==> src/rtl/mnist_batch_sched.sv <==
// Batch scheduler for the MNIST accelerator: launches each stored image, waits for done, scores the result.
// Define SCHED_PERF_EN to build worst-case per-image latency tracking on max_lat.
module mnist_batch_sched #(
  parameter int NUM_IMG = 10,
  parameter int IDX_W   = 4,
  parameter int TIMEOUT = 5000,
  parameter int CYC_W   = 32
) (
  input  logic             clk,
  input  logic             rst_n,
  input  logic             run,
  input  logic             abort,
  output logic [IDX_W-1:0] img_sel,
  input  logic [3:0]       exp_digit,
  output logic             acc_start,
  input  logic             acc_done,
  input  logic [3:0]       acc_digit,
  output logic             busy,
  output logic             batch_done,
  output logic [IDX_W:0]   correct_cnt,
  output logic [3:0]       last_digit,
  output logic             err_timeout,
  output logic [CYC_W-1:0] total_cycles,
  output logic [15:0]      max_lat
);

  localparam int CNT_BITS = $clog2(TIMEOUT + 1);
  localparam int WAIT_W   = (CNT_BITS > 16) ? CNT_BITS : 16;

  typedef enum logic [2:0] {
    IDLE   = 3'd0,
    LAUNCH = 3'd1,
    WAIT   = 3'd2,
    DRAIN  = 3'd3,
    NEXT   = 3'd4,
    REPORT = 3'd5
  } state_t;

  state_t            state_r;
  logic [WAIT_W-1:0] wait_cnt_r;
  logic [WAIT_W-1:0] wait_nx_s;
  logic              counting_s;
  logic              hit_s;

  // Derived per-cycle terms: next wait count, batch-time accounting window, label match
  always_comb begin
    wait_nx_s  = wait_cnt_r + WAIT_W'(1);
    hit_s      = (acc_digit == exp_digit);
    counting_s = 1'b0;
    case (state_r)
      LAUNCH, WAIT, DRAIN, NEXT: counting_s = 1'b1;
      default:                   counting_s = 1'b0;
    endcase
  end

  // Scheduler FSM with registered outputs; abort overrides every transition
  always_ff @(posedge clk or negedge rst_n) begin
    if (!rst_n) begin
      state_r      <= IDLE;
      wait_cnt_r   <= '0;
      img_sel      <= '0;
      acc_start    <= 1'b0;
      busy         <= 1'b0;
      batch_done   <= 1'b0;
      correct_cnt  <= '0;
      last_digit   <= 4'd0;
      err_timeout  <= 1'b0;
      total_cycles <= '0;
    end else begin
      acc_start  <= 1'b0;
      batch_done <= 1'b0;
      if (counting_s && (total_cycles != {CYC_W{1'b1}})) begin
        total_cycles <= total_cycles + CYC_W'(1);
      end
      if (abort && (state_r != IDLE)) begin
        state_r <= IDLE;
        busy    <= 1'b0;
      end else begin
        case (state_r)
          IDLE: begin
            if (run) begin
              correct_cnt  <= '0;
              err_timeout  <= 1'b0;
              total_cycles <= '0;
              img_sel      <= '0;
              acc_start    <= 1'b1;
              busy         <= 1'b1;
              state_r      <= LAUNCH;
            end
          end
          LAUNCH: begin
            wait_cnt_r <= '0;
            state_r    <= WAIT;
          end
          WAIT: begin
            wait_cnt_r <= wait_nx_s;
            // A done arriving on the last allowed cycle still counts as a capture
            if (acc_done) begin
              last_digit <= acc_digit;
              if (hit_s) begin
                correct_cnt <= correct_cnt + (IDX_W+1)'(1);
              end
              state_r <= DRAIN;
            end else if (wait_nx_s == WAIT_W'(TIMEOUT)) begin
              err_timeout <= 1'b1;
              batch_done  <= 1'b1;
              state_r     <= REPORT;
            end
          end
          DRAIN: begin
            if (!acc_done) begin
              state_r <= NEXT;
            end
          end
          NEXT: begin
            if (img_sel == IDX_W'(NUM_IMG - 1)) begin
              batch_done <= 1'b1;
              state_r    <= REPORT;
            end else begin
              img_sel   <= img_sel + IDX_W'(1);
              acc_start <= 1'b1;
              state_r   <= LAUNCH;
            end
          end
          REPORT: begin
            busy    <= 1'b0;
            state_r <= IDLE;
          end
          default: begin
            busy    <= 1'b0;
            state_r <= IDLE;
          end
        endcase
      end
    end
  end

`ifdef SCHED_PERF_EN
  logic [15:0] lat_s;

  // Latency of the image being captured, clamped to the 16-bit report range
  always_comb begin
    if (wait_nx_s > WAIT_W'(16'hFFFF)) begin
      lat_s = 16'hFFFF;
    end else begin
      lat_s = wait_nx_s[15:0];
    end
  end

  // Worst-case capture latency of the current batch
  always_ff @(posedge clk or negedge rst_n) begin
    if (!rst_n) begin
      max_lat <= 16'd0;
    end else if ((state_r == IDLE) && run) begin
      max_lat <= 16'd0;
    end else if ((state_r == WAIT) && !abort && acc_done && (lat_s > max_lat)) begin
      max_lat <= lat_s;
    end else begin
      max_lat <= max_lat;
    end
  end
`else
  assign max_lat = 16'd0;
`endif

endmodule

==> config.mk <==
export PLATFORM = sky130hd
export DESIGN_NAME = mnist_batch_sched
export DESIGN_NICKNAME = d
export VERILOG_FILES = /design/src/rtl/mnist_batch_sched.sv
export SDC_FILE = /design/constraint.sdc
export NUM_CORES = 1
export LEC_CHECK = 0
export ABC_AREA = 1
export CAP_MARGIN = 0
export CORE_MARGIN = 3
export CORE_UTILIZATION = 35
export CTS_CLUSTER_DIAMETER = 50
export DETAILED_ROUTE_END_ITERATION = 6
export HOLD_SLACK_MARGIN = 0.08
export MAX_ROUTING_LAYER = met4
export PLACE_DENSITY = 0.63
export SYNTH_ARGS = -nofsm -noshare
export SYNTH_HDL_FRONTEND = slang
export SYNTH_SLANG_ARGS = --single-unit
==> constraint.sdc <==
create_clock -name clk -period 2 [get_ports clk]
set_input_delay 0.4 -clock clk [delete_from_list [all_inputs] [get_ports clk]]
set_output_delay 0.4 -clock clk [all_outputs]
set_load 0.05 [all_outputs]
==> results.json, run 1 <==
{
  "status": "finished, final reports clean",
  "drv_cap": 0,
  "areaGrowthSynthToFinish_pct": 32.58,
  "fmax_mhz": 507.5,
  "post-route-period-util": 0.9853,
  "gr-usage-all-layers": 0.1701,
  "clk_latency_ns": 0.33,
  "antenna_found_initial": 0,
  "die-area_mm2": 0.01317,
  "cp-start-kind": "register",
  "power_density_mw_per_mm2": 1178,
  "report.final.slew_viol_count": 0,
  "r2r_slack_ns": 0.11,
  "wl_per_cell_um": 13.33,
  "crit_chain": "clkdlybuf4s50_1",
  "dieWidth_um": 114.8,
  "io-pin-count": 78,
  "cts_tree": "built",
  "maxSlewHeadroom": 0.6600,
  "skew_ns": 0.005082,
  "io_buffers": 61,
  "grt_max_degree": 69,
  "layout-drive-gt1-share": 0.1985,
  "gr-total-overflow": 0,
  "peakVddDrop_uv": 496.8,
  "via_per_inst": 4.899,
  "synth-seq-cells": 68,
  "syn_area_per_cell_um2": 7.420,
  "r2r_end": "total_cycles[6]$_DFF_PN0_",
  "num_rows": 39,
  "cp_slowest_cell": "clkdlybuf4s50_1",
  "setup_viol": 0,
  "synth.cell_area_mm2": 0.004140,
  "cts_root_buf": "clkbuf_16",
  "cts_buffers": 9,
  "place.gp.congestion": 0.8418,
  "p_leak_nw": 2.577,
  "nets": 674,
  "path_buf_inv": 1,
  "routed_wl_um": 10710,
  "rr_startpoint": "total_cycles[0]$_DFF_PN0_",
  "chipHeight_um": 114.8,
  "first_pass_iters": 5,
  "ys.flop_type": "dfrtp_1",
  "final_cells": 803,
  "worstPathMaxFanout": 4,
  "dp_slack_ns": 0.005768,
  "grt_pass1_vias": 3675,
  "drcViolationCount": 0,
  "h-tree-depth": 3,
  "rr_worst_depth": 12,
  "synth_edf_count": 0,
  "syn_inst": 558,
  "cts_hold_buf": 0,
  "worst_pin_slew_ns": 0.5085,
  "diodes": 0,
  "worst_hold_path_type": "in -> async",
  "n_fill_cell": 1084,
  "synth-seq-area-share": 0.4110,
  "endpoint_kind": "output pin",
  "yosysWarnings": 0,
  "cts.sinks": 68,
  "arrival_ns": 1.57,
  "vias": 3934,
  "initial_core_util": 0.3610,
  "drt_iter0_drc": 208,
  "cp.required_ns": 1.60,
  "async_flop_share": 1.000,
  "core_area_mm2": 0.01147,
  "ys_types": 42,
  "place_hpwl_um": 7719,
  "timing.final.ws_setup_ns": 0.02938,
  "grt_setup_unrepaired": "yes",
  "path_clk_slew_ns": 0.06,
  "antenna_left": 0,
  "cts_buffer_depth": 2,
  "grt_pass1_wl_um": 17640,
  "max_stage_delay_ns": 0.83,
  "dp.cells": 778,
  "finalWorstPathRequiredPeriod_ns": 1.971,
  "finalHoldViolCount": 0,
  "critPathKind": "reg -> out",
  "cp_top_family": "buffers and inverters"
}
## area by class of cell
cell class                 instances  area [µm²]  area share
sequential                        68        1707      0.3109
clock buffer                      12       256.5     0.04673
clock inverter                     4       25.02    0.004559
tap                              143       178.9     0.03260
timing repair buffer              96       869.6      0.1584
inverter                          67       262.8     0.04787
multi-input combinational        413        2190      0.3989
## Yosys cell counts (3+ instances only)
cell | instances | area, µm²
clkbuf_1 | 4 | 15.01
dfrtp_1 | 68 | 1702
o21ai_1 | 3 | 15.01
nand2_1 | 138 | 518.0
nand3_1 | 31 | 155.2
mux2_2 | 4 | 45.04
a21oi_1 | 15 | 75.07
nand4_1 | 15 | 93.84
nor3_1 | 17 | 85.08
nor3_2 | 6 | 60.06
inv_1 | 65 | 244.0
xnor2_1 | 8 | 70.07
ha_1 | 6 | 75.07
nor2_2 | 6 | 37.54
buf_2 | 3 | 15.01
nor4_1 | 3 | 18.77
o22ai_1 | 3 | 18.77
buf_4 | 16 | 120.1
nor2_1 | 73 | 274.0
o21ai_0 | 34 | 170.2
xor2_1 | 8 | 70.07
nand3_2 | 4 | 40.04
## worst max path at each step
stage                               start                    endpoint  slack (ns)  cells after the start
3_5_place_dp    total_cycles[0]$_DFF_PN0_  total_cycles[29]$_DFF_PN0_       0.006                     11
3_3_place_gp                          run   total_cycles[7]$_DFF_PN0_        0.03                      5
6_report       total_cycles[14]$_DFF_PN0_            total_cycles[14]        0.03                      1
4_1_cts        total_cycles[20]$_DFF_PN0_            total_cycles[20]       0.005                      1
5_1_grt         wait_cnt_r[1]$_DFFE_PN0P_     err_timeout$_DFFE_PN0P_       -0.06                     11
2_1_floorplan   total_cycles[0]$_DFF_PN0_  total_cycles[20]$_DFF_PN0_       0.008                     11
## stage by stage
step,cell area [µm²],hold slack [ns],setup TNS (ns),power (mW),utilization
finish,5489,0.06343,0,6.466,0.4787
global placement,4981,0.4556,0,4.616,0.4344
global route,5489,0.1269,-0.1113,6.877,0.4787
CTS,5265,0.09917,0,6.194,0.4591
floorplan,4214,0.1044,0,3.801,-
detailed placement,4981,0.4558,0,4.656,0.4344
## layer usage
metal / up-vias / track usage / share of wire
met5: - / - / 0
met4: 0 / 0.06573 / 0.016
li1: 1982 / - / -
met3: 13 / 0.02105 / 0.049
met1: 1837 / 0.2369 / 0.48
met2: 102 / 0.2534 / 0.46
## cell usage in the layout, fill, tap and decap left out, types with 4 or more instances in the layout
master and n:
dfrtp_1 64, nand3_1 28, o21ai_1 5, xor2_1 8
nand2_1 132, nand3_2 4, ha_1 4, mux2_2 4
nor3_1 17, buf_4 57, nand2_2 6, o21ai_0 32
clkbuf_16 10, conb_1 16, nand4_1 15, a21oi_1 14
clkdlybuf4s50_1 26, dfrtp_2 4, dlymetal6s2s_1 8, nor2_4 5
nor2_1 68, nor2_2 7, xnor2_1 8, inv_1 63
nor3_2 6
## what timing repair did
item	in CTS	in global routing
setup endpoints to repair	1	38
pin swaps	0	6
setup buffers	0	8
endpoints found under the hold margin	0	0
gates cloned	0	1
resized for setup	1	40
## logic make-up after synthesis
kind of cell / Yosys count / share of synthesized area
AO/OA/AOI/OAI: 70 / 0.09549
XOR/XNOR: 16 / 0.03385
adder cells (fa/ha/maj): 6 / 0.01813
buffers and inverters: 92 / 0.1024
flip-flops: 68 / 0.4110
multiplexers: 5 / 0.01330
other: 1 / 0.0009057
AND/OR/NAND/NOR: 300 / 0.3249
## flip-flops by register name (all words and copies together) (netlist names)
register / count
correct_cnt: 5
last_digit: 4
img_sel: 4
busy: 1
err_timeout: 1
acc_start: 1
batch_done: 1
total_cycles: 32
wait_cnt_r: 16
state_r: 3
## power by group
group          internal (mW)  switching, mW
clock                  0.902          0.595
combinational           1.10           1.92
sequential              1.66          0.287
total                   3.66           2.80
(Power assumes the default switching activity.)
==> run 2, diff against run 1 <==
- CORE_MARGIN: 3 -> default
==> run 2 against run 1 <==
Maximum frequency is 0.74% higher; first-iteration DRC count is 7.7% higher; final cell count is 1.0% lower; register-to-register slack hardly changed; critical endpoint is now total_cycles[1]; combinational power is 4% lower; largest cell class unchanged.
==> results.json, run 2 (synthesis gave the netlist of run 1 again) <==
{
  "status": "finished, final reports clean",
  "clk_latency_ns": 0.34,
  "nets": 666,
  "first_pass_iters": 5,
  "endpoint_kind": "output pin",
  "place.gp.congestion": 0.8711,
  "antenna_found_initial": 0,
  "cts_root_buf": "clkbuf_16",
  "chipHeight_um": 110.8,
  "peakVddDrop_uv": 522.9,
  "vias": 3879,
  "critPathKind": "reg -> out",
  "finalHoldViolCount": 0,
  "drt_iter0_drc": 224,
  "max_stage_delay_ns": 0.82,
  "antenna_left": 0,
  "post-route-period-util": 0.9781,
  "rr_startpoint": "total_cycles[0]$_DFF_PN0_",
  "rr_worst_depth": 12,
  "diodes": 0,
  "grt_pass1_vias": 3769,
  "layout_common_cells": "nand2_1 (132), nor2_1 (70), inv_1 (65), dfrtp_1 (63), buf_4 (46)",
  "cp_slowest_cell": "clkdlybuf4s50_1",
  "cp_top_family": "buffers and inverters",
  "gr-usage-all-layers": 0.1834,
  "reg_top3": "total_cycles x32, wait_cnt_r x16, correct_cnt x5",
  "via_per_inst": 4.879,
  "maxSlewHeadroom": 0.6541,
  "gr-total-overflow": 0,
  "path_buf_inv": 1,
  "core_area_mm2": 0.01147,
  "initial_core_util": 0.3610,
  "drv_cap": 0,
  "cp-start-kind": "register",
  "p_leak_nw": 2.560,
  "layout-drive-gt1-share": 0.1810,
  "dieWidth_um": 110.8,
  "path_clk_slew_ns": 0.06,
  "n_fill_cell": 1105,
  "r2r_end": "total_cycles[6]$_DFF_PN0_",
  "place_hpwl_um": 7688,
  "setup_viol": 0,
  "regMostFlops": "total_cycles",
  "wl_per_cell_um": 13.11,
  "fmax_mhz": 511.2,
  "num_rows": 39,
  "largest_register_ffs": 32,
  "areaGrowthSynthToFinish_pct": 30.58,
  "io-pin-count": 78,
  "worstPathMaxFanout": 4,
  "total_power_mw": 6.447,
  "cts_hold_buf": 0,
  "drcViolationCount": 0,
  "grt_max_degree": 69,
  "cts_buffer_depth": 2,
  "routed_wl_um": 10430,
  "grt_pass1_wl_um": 17730,
  "die-area_mm2": 0.01227,
  "layout_commonest_cell": "nand2_1",
  "crit_chain": "clkdlybuf4s50_1",
  "cts.sinks": 68,
  "cts_buffers": 9,
  "worst_hold_path_type": "in -> async",
  "fin_setup_tns_ns": 0,
  "cts_tree": "built",
  "finalWorstPathRequiredPeriod_ns": 1.956,
  "r2r_slack_ns": 0.10,
  "worst_pin_slew_ns": 0.5180,
  "timing.final.ws_setup_ns": 0.04385,
  "holdWs_ns": 0.08380,
  "final_util": 0.4715,
  "report.final.slew_viol_count": 0,
  "skew_ns": 0.008551,
  "io_buffers": 61,
  "power_density_mw_per_mm2": 1192,
  "cp.required_ns": 1.60,
  "dp_slack_ns": 0.04245,
  "h-tree-depth": 3,
  "arrival_ns": 1.56
}
==> run 2: area by class of cell <==
class	instances	area, µm²	area share
clock buffer	12	256.5	0.04744
multi-input combinational	413	2167	0.4008
clock inverter	4	47.55	0.008794
tap	143	178.9	0.03309
inverter	67	254.0	0.04698
sequential	68	1708	0.3159
timing repair buffer	88	794.5	0.1470
==> run 2: timing repair <==
item	in CTS	in global routing
hold endpoints to repair	0	0
setup endpoints to repair	1	47
cloned	0	0
setup buffers	0	1
gates resized for setup	1	37
pin swaps	0	1
==> run 2: through the flow <==
| step | std cells | area, µm² |
|---|---|---|
| floorplan | 573 | 4214 |
| global placement | 778 | 4979 |
| detailed placement | 778 | 4979 |
| CTS | 794 | 5281 |
| global route | 795 | 5406 |
| finish | 795 | 5406 |
==> run 2: worst max path at each step <==
stage	startpoint	end	slack [ns]	depth (start not counted)
2_1_floorplan	total_cycles[0]$_DFF_PN0_	total_cycles[20]$_DFF_PN0_	0.008	11
3_5_place_dp	state_r[0]$_DFFE_PN0P_	total_cycles[8]$_DFF_PN0_	0.04	11
4_1_cts	total_cycles[17]$_DFF_PN0_	total_cycles[17]	0.0007	1
6_report	total_cycles[1]$_DFF_PN0_	total_cycles[1]	0.04	1
5_1_grt	wait_cnt_r[1]$_DFFE_PN0P_	err_timeout$_DFFE_PN0P_	-0.05	13
3_3_place_gp	total_cycles[0]$_DFF_PN0_	total_cycles[29]$_DFF_PN0_	0.12	11
==> run 2: power by group <==
group          internal (mW)  switching [mW]
clock network           1.03           0.591
registers               1.66           0.260
logic                   1.01            1.90
total                   3.70            2.75
==> run 2: layer usage <==
metal	wire length (µm)	up-vias	track usage
li1	-	1955	-
met1	5128	1805	0.2480
met2	4653	109	0.2716
met3	524	10	0.03991
met4	119	0	0.06311
met5	0	-	-
==> run 3, diff against run 2 <==
- SETUP_SLACK_MARGIN: default -> 0.1
==> run 3 against run 2 <==
Combinational power about the same; global-route usage down 0.40 points; final cell count grew 0.50%; largest cell class unchanged.
==> results.json, run 3 (synthesis gave the netlist of run 1 again) <==
{
  "via_per_inst": 5.013,
  "gr-total-overflow": 0,
  "areaGrowthSynthToFinish_pct": 32.28,
  "reg_top3": "total_cycles x32, wait_cnt_r x16, correct_cnt x5",
  "initial_core_util": 0.3610,
  "grt_pass1_vias": 3697,
  "place_hpwl_um": 7721,
  "path_clk_slew_ns": 0.06,
  "die-area_mm2": 0.01227,
  "post-route-period-util": 0.9369,
  "clk_latency_ns": 0.33,
  "cp_slowest_cell": "clkdlybuf4s50_1",
  "antenna_found_initial": 0,
  "cts_buffers": 9,
  "status": "finished, final reports clean",
  "cts_root_buf": "clkbuf_16",
  "cp_top_family": "buffers and inverters",
  "chipHeight_um": 110.8,
  "antenna_left": 0,
  "final_cells": 799,
  "io-pin-count": 78,
  "p_comb_frac": 0.459,
  "layout-drive-gt1-share": 0.2287,
  "p_switching_mw": 2.763,
  "p_sw_frac": 0.4334,
  "nets": 671,
  "cp-start-kind": "register",
  "diodes": 0,
  "core_area_mm2": 0.01147,
  "finalWorstPathRequiredPeriod_ns": 1.874,
  "crit_start": "acc_start$_DFF_PN0_",
  "crit_chain": "clkdlybuf4s50_1",
  "rr_startpoint": "wait_cnt_r[1]$_DFFE_PN0P_",
  "num_rows": 39,
  "drv_cap": 0,
  "drt_iter0_drc": 222,
  "first_pass_iters": 4,
  "path_buf_inv": 1,
  "worst_pin_slew_ns": 0.6840,
  "layout_commonest_cell": "nand2_1",
  "cp.required_ns": 1.60,
  "grt_setup_unrepaired": "yes",
  "cts_buffer_depth": 2,
  "grt_max_degree": 28,
  "fin_setup_tns_ns": 0,
  "skew_ns": 0.009443,
  "critPathKind": "reg -> out",
  "layout_common_cells": "nand2_1 (131), inv_1 (62), nor2_1 (62), buf_4 (52), dfrtp_1 (51)",
  "finalHoldViolCount": 0,
  "place.gp.congestion": 0.8860,
  "setup_viol": 0,
  "cts.sinks": 68,
  "arrival_ns": 1.47,
  "dp.cells": 776,
  "drcViolationCount": 0,
  "endpoint_kind": "output pin",
  "fmax_mhz": 533.7,
  "peakVddDrop_uv": 567.9,
  "seqPwrFrac": 0.306,
  "largest_register_ffs": 32,
  "power_density_mw_per_mm2": 1164,
  "worstPathMaxFanout": 1,
  "cts_tree": "built",
  "clkPwrFrac": 0.234,
  "cts_hold_buf": 0,
  "max_stage_delay_ns": 0.80,
  "io_buffers": 61,
  "internal_power_mw": 3.611,
  "gr-usage-all-layers": 0.1795,
  "worst_hold_path_type": "in -> async",
  "wl_per_cell_um": 13.18,
  "h-tree-depth": 3,
  "dieWidth_um": 110.8,
  "maxSlewHeadroom": 0.5440,
  "dp_slack_ns": 0.008337,
  "vias": 4005,
  "grt_pass1_wl_um": 17640,
  "report.final.slew_viol_count": 0,
  "timing.final.ws_setup_ns": 0.1261,
  "routed_wl_um": 10530,
  "final_util": 0.4776,
  "p_leak_nw": 2.526,
  "regMostFlops": "total_cycles"
}
## run 3: changes by cell type in the layout (fill, tap and decap cells not counted), moves of 3 or more
cell             change
dlygate4sd2_1       +18
clkdlybuf4s50_1     -13
dfrtp_1             -12
dfrtp_2             +12
nor2_1               -8
nor2_2               +8
dlymetal6s2s_1       -7
buf_4                +6
nand3_2              -4
inv_1                -3
inv_2                +3
nand3_4              +3
## run 3: what timing repair did
item                                    in CTS  in global routing
endpoints found under the setup margin      26                 55
gates cloned                                 0                  0
setup buffers                                1                  7
pin swaps                                    0                  5
resized for setup                           24                 48
## run 3: cell type report
type                       count  area [µm²]
clock inverter                 2       10.01
tap                          143       178.9
clock buffer                  13       270.3
timing repair buffer          93       799.5
sequential                    68        1723
fill                        1108        5991
multi-input combinational    413        2241
inverter                      67       254.0
## run 3: power by group through the flow
stage          clock network [mW]  registers (mW)  logic (mW)
4_1_cts                      1.53            1.94        2.78
5_1_grt                      1.58            1.99        3.22
3_3_place_gp                    0            1.95        2.73
6_report                     1.49            1.95        2.93
2_1_floorplan                   0            2.42        1.43
3_5_place_dp                    0            1.96        2.77
## run 3: stage by stage
| step | hold WS, ns | instance area (µm²) | power [mW] |
|---|---|---|---|
| detailed placement | 0.4863 | 4991 | 4.726 |
| CTS | 0.1324 | 5273 | 6.255 |
| floorplan | 0.1044 | 4240 | 3.851 |
| global route | 0.1575 | 5477 | 6.786 |
| global placement | 0.4833 | 4991 | 4.681 |
| finish | 0.1104 | 5477 | 6.374 |
## run 3: path summary, 6_finish.rpt
path / end / slack [ns] / cells after the start
worst max-delay path: acc_start / 0.13 / 1
worst min-delay path: total_cycles[5]$_DFF_PN0_ / 0.11 / 1
worst max register to register: state_r[2]$_DFFE_PN0P_ / 0.17 / 12
worst min register to register: last_digit[2]$_DFFE_PN0P_ / 0.50 / 1
max in group asynchronous: wait_cnt_r[1]$_DFFE_PN0P_ / 1.24 / 2
min in group clk: last_digit[2]$_DFFE_PN0P_ / 0.50 / 1
## run 3: per-layer routing
metal  vias to the layer above  GRT usage  share of wire
met3                        12    0.03390          0.040
met4                         0    0.06044          0.013
met2                        99     0.2609           0.46
met5                         -          -              0
met1                      1926     0.2509           0.48
li1                       1968          -              -
